<file path="config.mk">
export PLATFORM = sky130hd
export DESIGN_NAME = counter_scheduler_flat
export DESIGN_NICKNAME = d
export VERILOG_FILES = /design/src/rtl/counter_pkg.sv /design/src/rtl/counter_scheduler_if.sv /design/src/rtl/count8_core.sv /design/src/rtl/counter_scheduler.sv /design/src/flat_wrapper.sv
export SDC_FILE = /design/constraint.sdc
export NUM_CORES = 1
export LEC_CHECK = 0
export CELL_PAD_IN_SITES_DETAIL_PLACEMENT = 1
export CELL_PAD_IN_SITES_GLOBAL_PLACEMENT = 2
export CORE_MARGIN = 2
export CORE_UTILIZATION = 27
export CTS_CLUSTER_SIZE = 30
export DETAILED_ROUTE_END_ITERATION = 7
export GPL_ROUTABILITY_DRIVEN = 0
export GPL_TIMING_DRIVEN = 0
export PLACE_DENSITY_LB_ADDON = 0.2
export REMOVE_ABC_BUFFERS = 1
export SYNTH_ARGS = -nofsm -noshare
export SYNTH_HDL_FRONTEND = slang
export SYNTH_SLANG_ARGS = --single-unit
</file>
<file path="constraint.sdc">
create_clock -name clk -period 2.5 [get_ports clk]
set_clock_uncertainty 0.15 [all_clocks]
set_input_delay 0.5 -clock clk [delete_from_list [all_inputs] [get_ports clk]]
set_output_delay 0.5 -clock clk [all_outputs]
set_load 0.01 [all_outputs]
</file>
<file path="src/rtl/counter_pkg.sv">
// -----------------------------------------------------------------------------
// counter_pkg
// Shared types and constants for the round-robin counter scheduler.
//   sched_state_t : scheduler FSM state encoding (IDLE, LOAD, RUN, DONE)
//   WIDTH_DEFAULT : default counter / duration width
//   NREQ_MAX      : largest supported number of requesters
// -----------------------------------------------------------------------------
package counter_pkg;

    typedef enum logic [1:0] {
        IDLE = 2'd0,
        LOAD = 2'd1,
        RUN  = 2'd2,
        DONE = 2'd3
    } sched_state_t;

    localparam int WIDTH_DEFAULT = 8;
    localparam int NREQ_MAX      = 8;

endpackage

</file>
<file path="src/rtl/counter_scheduler_if.sv">
// -----------------------------------------------------------------------------
// counter_scheduler_if
// Request/grant bundle between requesters and the counter scheduler.
//   req      : level request, one bit per requester
//   dur      : requested duration per requester (sampled at the grant edge)
//   hold     : freezes the counter while running
//   abort    : cancels the active job
//   grant    : one-hot owner, or all zero
//   done     : one-cycle completion pulse to the owner
//   busy     : high whenever grant is non-zero
//   contador : live counter value
// Modports: master = requester side, slave = scheduler side.
// -----------------------------------------------------------------------------
interface counter_scheduler_if #(
    parameter int NREQ  = 4,
    parameter int WIDTH = 8
);
    logic [NREQ-1:0]            req;
    logic [NREQ-1:0][WIDTH-1:0] dur;
    logic                       hold;
    logic                       abort;
    logic [NREQ-1:0]            grant;
    logic [NREQ-1:0]            done;
    logic                       busy;
    logic [WIDTH-1:0]           contador;

    modport master (
        output req, dur, hold, abort,
        input  grant, done, busy, contador
    );

    modport slave (
        input  req, dur, hold, abort,
        output grant, done, busy, contador
    );
endinterface

</file>
<file path="src/rtl/count8_core.sv">
// -----------------------------------------------------------------------------
// count8_core
// Unsigned up-counter with synchronous clear (priority) and enable.
//   clk      : rising-edge clock
//   rst      : asynchronous active-low reset, counter returns to 0
//   enable   : increment by one this cycle
//   clear    : synchronous clear to 0, wins over enable
//   contador : current count
// -----------------------------------------------------------------------------
module count8_core
    import counter_pkg::*;
#(
    parameter int WIDTH = WIDTH_DEFAULT
) (
    input  logic             clk,
    input  logic             rst,
    input  logic             enable,
    input  logic             clear,
    output logic [WIDTH-1:0] contador
);

    localparam logic [WIDTH-1:0] CNT_ONE = WIDTH'(1);

    logic [WIDTH-1:0] count_r;

    // Counter register: clear first, then increment, otherwise hold.
    always_ff @(posedge clk or negedge rst) begin
        if (!rst) begin
            count_r <= {WIDTH{1'b0}};
        end else if (clear) begin
            count_r <= {WIDTH{1'b0}};
        end else if (enable) begin
            count_r <= count_r + CNT_ONE;
        end else begin
            count_r <= count_r;
        end
    end

    assign contador = count_r;

endmodule

</file>
<file path="src/rtl/counter_scheduler.sv">
// -----------------------------------------------------------------------------
// counter_scheduler
// Round-robin owner of a shared up-counter. Grants one requester at a time,
// clears and runs the counter up to the latched duration, then pulses done
// to the owner. Only the IDLE state arbitrates, so there is always at least
// one IDLE cycle between consecutive grants.
//   clk : rising-edge clock
//   rst : asynchronous active-low reset
//   bus : counter_scheduler_if.slave (req, dur, hold, abort -> grant, done,
//         busy, contador); all outputs are registered.
// -----------------------------------------------------------------------------
module counter_scheduler
    import counter_pkg::*;
#(
    parameter int NREQ  = 4,
    parameter int WIDTH = WIDTH_DEFAULT
) (
    input  logic               clk,
    input  logic               rst,
    counter_scheduler_if.slave bus
);

    localparam int PW = (NREQ > 1) ? $clog2(NREQ) : 1;
    localparam logic [PW-1:0]   PTR_ONE   = PW'(1);
    localparam logic [PW-1:0]   PTR_LAST  = PW'(NREQ - 1);
    localparam logic [NREQ-1:0] GRANT_ONE = NREQ'(1);

    sched_state_t     state_r;
    sched_state_t     next_state_s;
    logic [PW-1:0]    ptr_r;
    logic [NREQ-1:0]  grant_r;
    logic [NREQ-1:0]  done_r;
    logic             busy_r;
    logic [WIDTH-1:0] d_lat_r;

    logic [WIDTH-1:0] contador_s;
    logic             pick_valid_s;
    logic [PW-1:0]    pick_idx_s;
    logic             at_end_s;
    logic             clear_s;
    logic             enable_s;
    logic             take_s;
    logic [NREQ-1:0]  grant_nxt_s;
    logic [NREQ-1:0]  done_nxt_s;

    // First requester at or after the pointer, wrapping modulo NREQ.
    // Scanning downward lets the lowest offset win the last assignment.
    function automatic logic [PW:0] rr_pick(input logic [NREQ-1:0] r,
                                            input logic [PW-1:0]   p);
        logic [PW:0]     res;
        logic [NREQ-1:0] r_shift;
        int              idx;
        res = {(PW+1){1'b0}};
        for (int i = NREQ - 1; i >= 0; i--) begin
            idx     = (int'(p) + i) % NREQ;
            r_shift = r >> idx;
            if (r_shift[0]) begin
                res = {1'b1, PW'(idx)};
            end else begin
                res = res;
            end
        end
        return res;
    endfunction

    assign {pick_valid_s, pick_idx_s} = rr_pick(bus.req, ptr_r);
    assign at_end_s = (contador_s == d_lat_r);

    count8_core #(.WIDTH(WIDTH)) u_core (
        .clk      (clk),
        .rst      (rst),
        .enable   (enable_s),
        .clear    (clear_s),
        .contador (contador_s)
    );

    // FSM state register.
    always_ff @(posedge clk or negedge rst) begin
        if (!rst) begin
            state_r <= IDLE;
        end else begin
            state_r <= next_state_s;
        end
    end

    // FSM next-state logic; abort only matters in LOAD and RUN.
    always_comb begin
        next_state_s = state_r;
        case (state_r)
            IDLE: begin
                if (pick_valid_s) begin
                    next_state_s = LOAD;
                end else begin
                    next_state_s = IDLE;
                end
            end
            LOAD: begin
                if (bus.abort) begin
                    next_state_s = IDLE;
                end else begin
                    next_state_s = RUN;
                end
            end
            RUN: begin
                if (bus.abort) begin
                    next_state_s = IDLE;
                end else if (at_end_s) begin
                    next_state_s = DONE;
                end else begin
                    next_state_s = RUN;
                end
            end
            DONE: begin
                next_state_s = IDLE;
            end
            default: begin
                next_state_s = IDLE;
            end
        endcase
    end

    // FSM outputs: counter controls and next values of the output registers.
    always_comb begin
        clear_s     = 1'b0;
        enable_s    = 1'b0;
        take_s      = 1'b0;
        grant_nxt_s = grant_r;
        done_nxt_s  = {NREQ{1'b0}};
        case (state_r)
            IDLE: begin
                if (pick_valid_s) begin
                    take_s      = 1'b1;
                    grant_nxt_s = GRANT_ONE << pick_idx_s;
                end else begin
                    grant_nxt_s = {NREQ{1'b0}};
                end
            end
            LOAD: begin
                clear_s = 1'b1;
                if (bus.abort) begin
                    grant_nxt_s = {NREQ{1'b0}};
                end else begin
                    grant_nxt_s = grant_r;
                end
            end
            RUN: begin
                // Abort beats both hold and reaching the end value.
                if (bus.abort) begin
                    clear_s     = 1'b1;
                    grant_nxt_s = {NREQ{1'b0}};
                end else if (at_end_s) begin
                    done_nxt_s = grant_r;
                end else begin
                    enable_s = !bus.hold;
                end
            end
            DONE: begin
                grant_nxt_s = {NREQ{1'b0}};
            end
            default: begin
                grant_nxt_s = {NREQ{1'b0}};
            end
        endcase
    end

    // Output, pointer and duration-latch registers.
    always_ff @(posedge clk or negedge rst) begin
        if (!rst) begin
            grant_r <= {NREQ{1'b0}};
            done_r  <= {NREQ{1'b0}};
            busy_r  <= 1'b0;
            ptr_r   <= {PW{1'b0}};
            d_lat_r <= {WIDTH{1'b0}};
        end else begin
            grant_r <= grant_nxt_s;
            done_r  <= done_nxt_s;
            busy_r  <= |grant_nxt_s;
            if (take_s) begin
                ptr_r   <= (pick_idx_s == PTR_LAST) ? {PW{1'b0}} : (pick_idx_s + PTR_ONE);
                d_lat_r <= bus.dur[pick_idx_s];
            end else begin
                ptr_r   <= ptr_r;
                d_lat_r <= d_lat_r;
            end
        end
    end

    assign bus.grant    = grant_r;
    assign bus.done     = done_r;
    assign bus.busy     = busy_r;
    assign bus.contador = contador_s;

endmodule

</file>
<file path="src/flat_wrapper.sv">
// flat-port wrapper written by rule: the top's interface ports become plain ports
module counter_scheduler_flat import counter_pkg::*;
#(
    parameter int NREQ  = 4,
    parameter int WIDTH = WIDTH_DEFAULT
)
  (clk, rst, bus_req, bus_dur, bus_hold, bus_abort, bus_grant, bus_done, bus_busy, bus_contador);
  counter_scheduler_if #(.NREQ(NREQ), .WIDTH(WIDTH)) bus_i ();
  input  logic clk;
  input  logic rst;
  input wire logic [$bits(bus_i.req)-1:0] bus_req;
  input wire logic [$bits(bus_i.dur)-1:0] bus_dur;
  input wire logic [$bits(bus_i.hold)-1:0] bus_hold;
  input wire logic [$bits(bus_i.abort)-1:0] bus_abort;
  output wire logic [$bits(bus_i.grant)-1:0] bus_grant;
  output wire logic [$bits(bus_i.done)-1:0] bus_done;
  output wire logic [$bits(bus_i.busy)-1:0] bus_busy;
  output wire logic [$bits(bus_i.contador)-1:0] bus_contador;
  assign bus_i.req = bus_req;
  assign bus_i.dur = bus_dur;
  assign bus_i.hold = bus_hold;
  assign bus_i.abort = bus_abort;
  assign bus_grant = bus_i.grant;
  assign bus_done = bus_i.done;
  assign bus_busy = bus_i.busy;
  assign bus_contador = bus_i.contador;
  counter_scheduler #(.NREQ(NREQ), .WIDTH(WIDTH)) u_core (.clk(clk), .rst(rst), .bus(bus_i));
endmodule
</file>
==> impl_metrics.ini <==
[clock_tree]
insertion_delay_ns = 0.28
clk_path_buf_depth = 2
cts_hold_buf = 0
root_buffer = clkbuf_8
cts_made_buffers = 5
cts.clk_slew.worst_paths_ns = 0.06
h-tree-depth = 2
cts.sinks = 29
cts_tree = yes

[timing]
slew_headroom_pct = 57.1
setup_viol = 0
min_period_over_period_pct = 93.8
fmax_ghz = 0.426
hold_viol_final = 0
slew_viol_final = 0
worst_pin_slew_ns = 0.643
grt_setup_unrepaired = false
fin_crit_ns = 2.34

[final_layout]
n_fill_cell = 713
fin_cells = 300
multi_input_area_um2 = 983
seq_area_um2 = 726
utilization_pct = 39.9
syn_to_final_growth_pct = 45.0
fin_area_mm2 = 0.00249
final_nets = 268
diodes = 0
drive_gt1_share_pct = 13.5

[critical_path]
critical_path.cell_chain = clkdlybuf4s50_1 > mux2_1 > nand2_1 > nand2_4 > a2111oi_2 > a211oi_2
endpoint_kind = flop
reg2reg_depth = 5
cp.required_ns = 2.49
worst_r2r_endpoint = u_core.d_lat_r[2]$_DFFE_PN0P_
crit_buf_inv = 1
cp-start-kind = primary input
crit_slowest_cell = clkdlybuf4s50_1
rr_startpoint = u_core.ptr_r[1]$_DFFE_PN0P_
worstPathArrival_ns = 2.34
r2r_setup_slack_ns = 0.38
worstSetupPathType = primary input to flop
max_stage_delay_ns = 0.48
crit_family = compound AO/OA/AOI/OAI gates
worstPathMaxFanout = 18

[place]
dp_cells = 293
placed_area_mm2 = 0.00233
io_buffers = 56
place_hpwl_um = 3530

[die]
dieHeight_um = 83.7
dieArea_mm2 = 0.00701
fp.dieW_um = 83.7
core_area_mm2 = 0.00624
start_util_pct = 27.5
rows = 29
boundaryPins = 57

[flow_run]
cap_violations = 0

[pwr]
power_density_mw_per_mm2 = 908
peakVddDrop_mv = 0.433
leakagePower_uw = 0.00103

[global_routing]
grt_pass1_wl_um = 7820
grt_max_degree = 30
antenna_found_initial = 0
track_usage_pct = 14.0
grt_overflow_total = 0
first_global_vias = 1568

[yosys]
synth.distinct_cells = 38
synthCells = 166
ys_ff_latch = 29
syn_area_mm2 = 0.00172
postSynthAreaPerCell_um2 = 10.3
ys_seq_area_share_pct = 42.3
synth_warnings = 0

[drt]
drc = 0
vias = 1469
vias_per_cell = 4.90
drt-total-wl_um = 4400
wire_per_inst_um = 14.7
drt_iter0_drc = 35
drt_pass1_iterations = 4
postRouteAntennaNets = 0

[worst_hold_path]
hp-class = primary input to asynchronous set/reset pin

[status]
status = finished, final reports clean
## cells in the final DEF, fill, tap and decap left out, types with 2 or more instances in the layout
master           instances
a32o_1                   2
dfrtp_1                 29
o21ai_1                  4
o31ai_1                  2
clkbuf_8                 5
a211oi_2                 8
and2_1                   7
xor2_1                   6
xnor2_1                  9
mux2i_1                  9
nand4_1                  2
nand2_1                  8
and3_1                  12
a2111oi_2                8
nor2_1                  17
a21oi_1                  4
nor3_1                   2
o2111ai_1                3
and2_4                   2
inv_1                    6
ha_1                     5
o211ai_1                 2
clkdlybuf4s50_1         55
## area by class of cell
cell class,count,area share [%]
clock buffers,5,2.77
clock inverters,2,1.41
inverters,6,0.905
multi-input cells,125,39.5
flip-flops and latches,29,29.2
well taps,77,3.87
repair buffers,56,22.3
## registers in the layout, summed over array words and instances (netlist names)
signal,cells
u_core.bus.done,4
u_core.u_core.contador,8
u_core.state_r,2
u_core.bus.grant,4
u_core.d_lat_r,8
u_core.bus.busy,1
u_core.ptr_r,2
## cells by family after synthesis
kind of cell / share of synthesized area [%]
xor gates and xnor gates: 7.66
adders and majority gates: 3.65
buffers and inverters: 3.72
AOI/OAI and AO/OA: 19.5
DFF: 42.3
and+or+nand+nor: 17.3
muxes: 5.91
## synth_stat cells, drive strengths merged
library cell / count / area share [%]
o41ai: 1 / 0.51
nand2b: 1 / 0.36
clkbuf: 2 / 0.44
nor2: 17 / 3.7
a21o: 1 / 0.44
xor2: 6 / 3.1
a21oi: 4 / 1.2
buf: 4 / 2.0
o211ai: 2 / 0.88
o32a: 1 / 0.58
nor2b: 1 / 0.36
o22a: 1 / 0.51
o31ai: 2 / 0.88
or3: 1 / 0.36
mux2i: 9 / 5.3
nand4: 2 / 0.73
o2111ai: 3 / 1.5
and2: 9 / 3.6
inv: 6 / 1.3
nor3b: 1 / 0.44
o21ai: 5 / 1.5
and3: 12 / 4.4
a21boi: 1 / 0.44
xnor2: 9 / 4.6
ha: 5 / 3.6
a211oi: 8 / 5.8
nand2: 9 / 2.1
or4: 1 / 0.66
mux2: 1 / 0.66
nor3: 2 / 0.58
a2111oi: 8 / 4.1
dfrtp: 29 / 42
a32o: 2 / 1.2
## worst reg2reg max path, cell delays in order, from the launching register on
cell and delay, ns:
dfrtp_1 0.45, mux2_1 0.34, nand2_1 0.25, nand2_4 0.25, a2111oi_2 0.48, a211oi_2 0.06
## repair_timing
action | in CTS | in global routing
buffers inserted | 0 | 0
setup endpoints to repair | 8 | 4
resized for setup | 14 | 5
## how the worst max path moves through the flow
stage | start | endpoint | slack, ns | depth (start not counted)
4_1_cts | bus_req[1] | u_core.d_lat_r[7]$_DFFE_PN0P_ | 0.09 | 6
2_1_floorplan | bus_req[2] | u_core.d_lat_r[0]$_DFFE_PN0P_ | 0.47 | 5
5_1_grt | bus_req[0] | u_core.d_lat_r[2]$_DFFE_PN0P_ | 0.009 | 6
6_report | bus_req[0] | u_core.d_lat_r[2]$_DFFE_PN0P_ | 0.16 | 6
3_5_place_dp | bus_req[1] | u_core.d_lat_r[3]$_DFFE_PN0P_ | -0.61 | 6
3_3_place_gp | bus_req[1] | u_core.d_lat_r[2]$_DFFE_PN0P_ | -0.47 | 6
## power breakdown
group / total, uW / switching (uW) / internal (uW)
clock network: 455 / 166 / 289
logic: 1070 / 565 / 501
registers: 738 / 126 / 613
total: 2260 / 857 / 1400
## stage by stage
stage	TNS [ns]	power, uW	worst slack (ns)	hold slack [ns]
3_3_place_gp	-3.17	1700	-0.466	0.359
2_1_floorplan	0	1390	0.465	0.0544
6_report	0	2260	0.155	0.0928
5_1_grt	0	2460	0.00922	0.147
3_5_place_dp	-4.68	1750	-0.613	0.368
4_1_cts	0	2280	0.0919	0.385
## routing by layer
layer	track usage [%]	wire length [um]	part of all wire [%]
met5	0	0	0
met4	4.84	74	1.7
met3	3.96	226	5.1
met2	21.7	2130	48
met1	18.6	1980	45
Note: power is estimated with default switching activity, not from simulation.
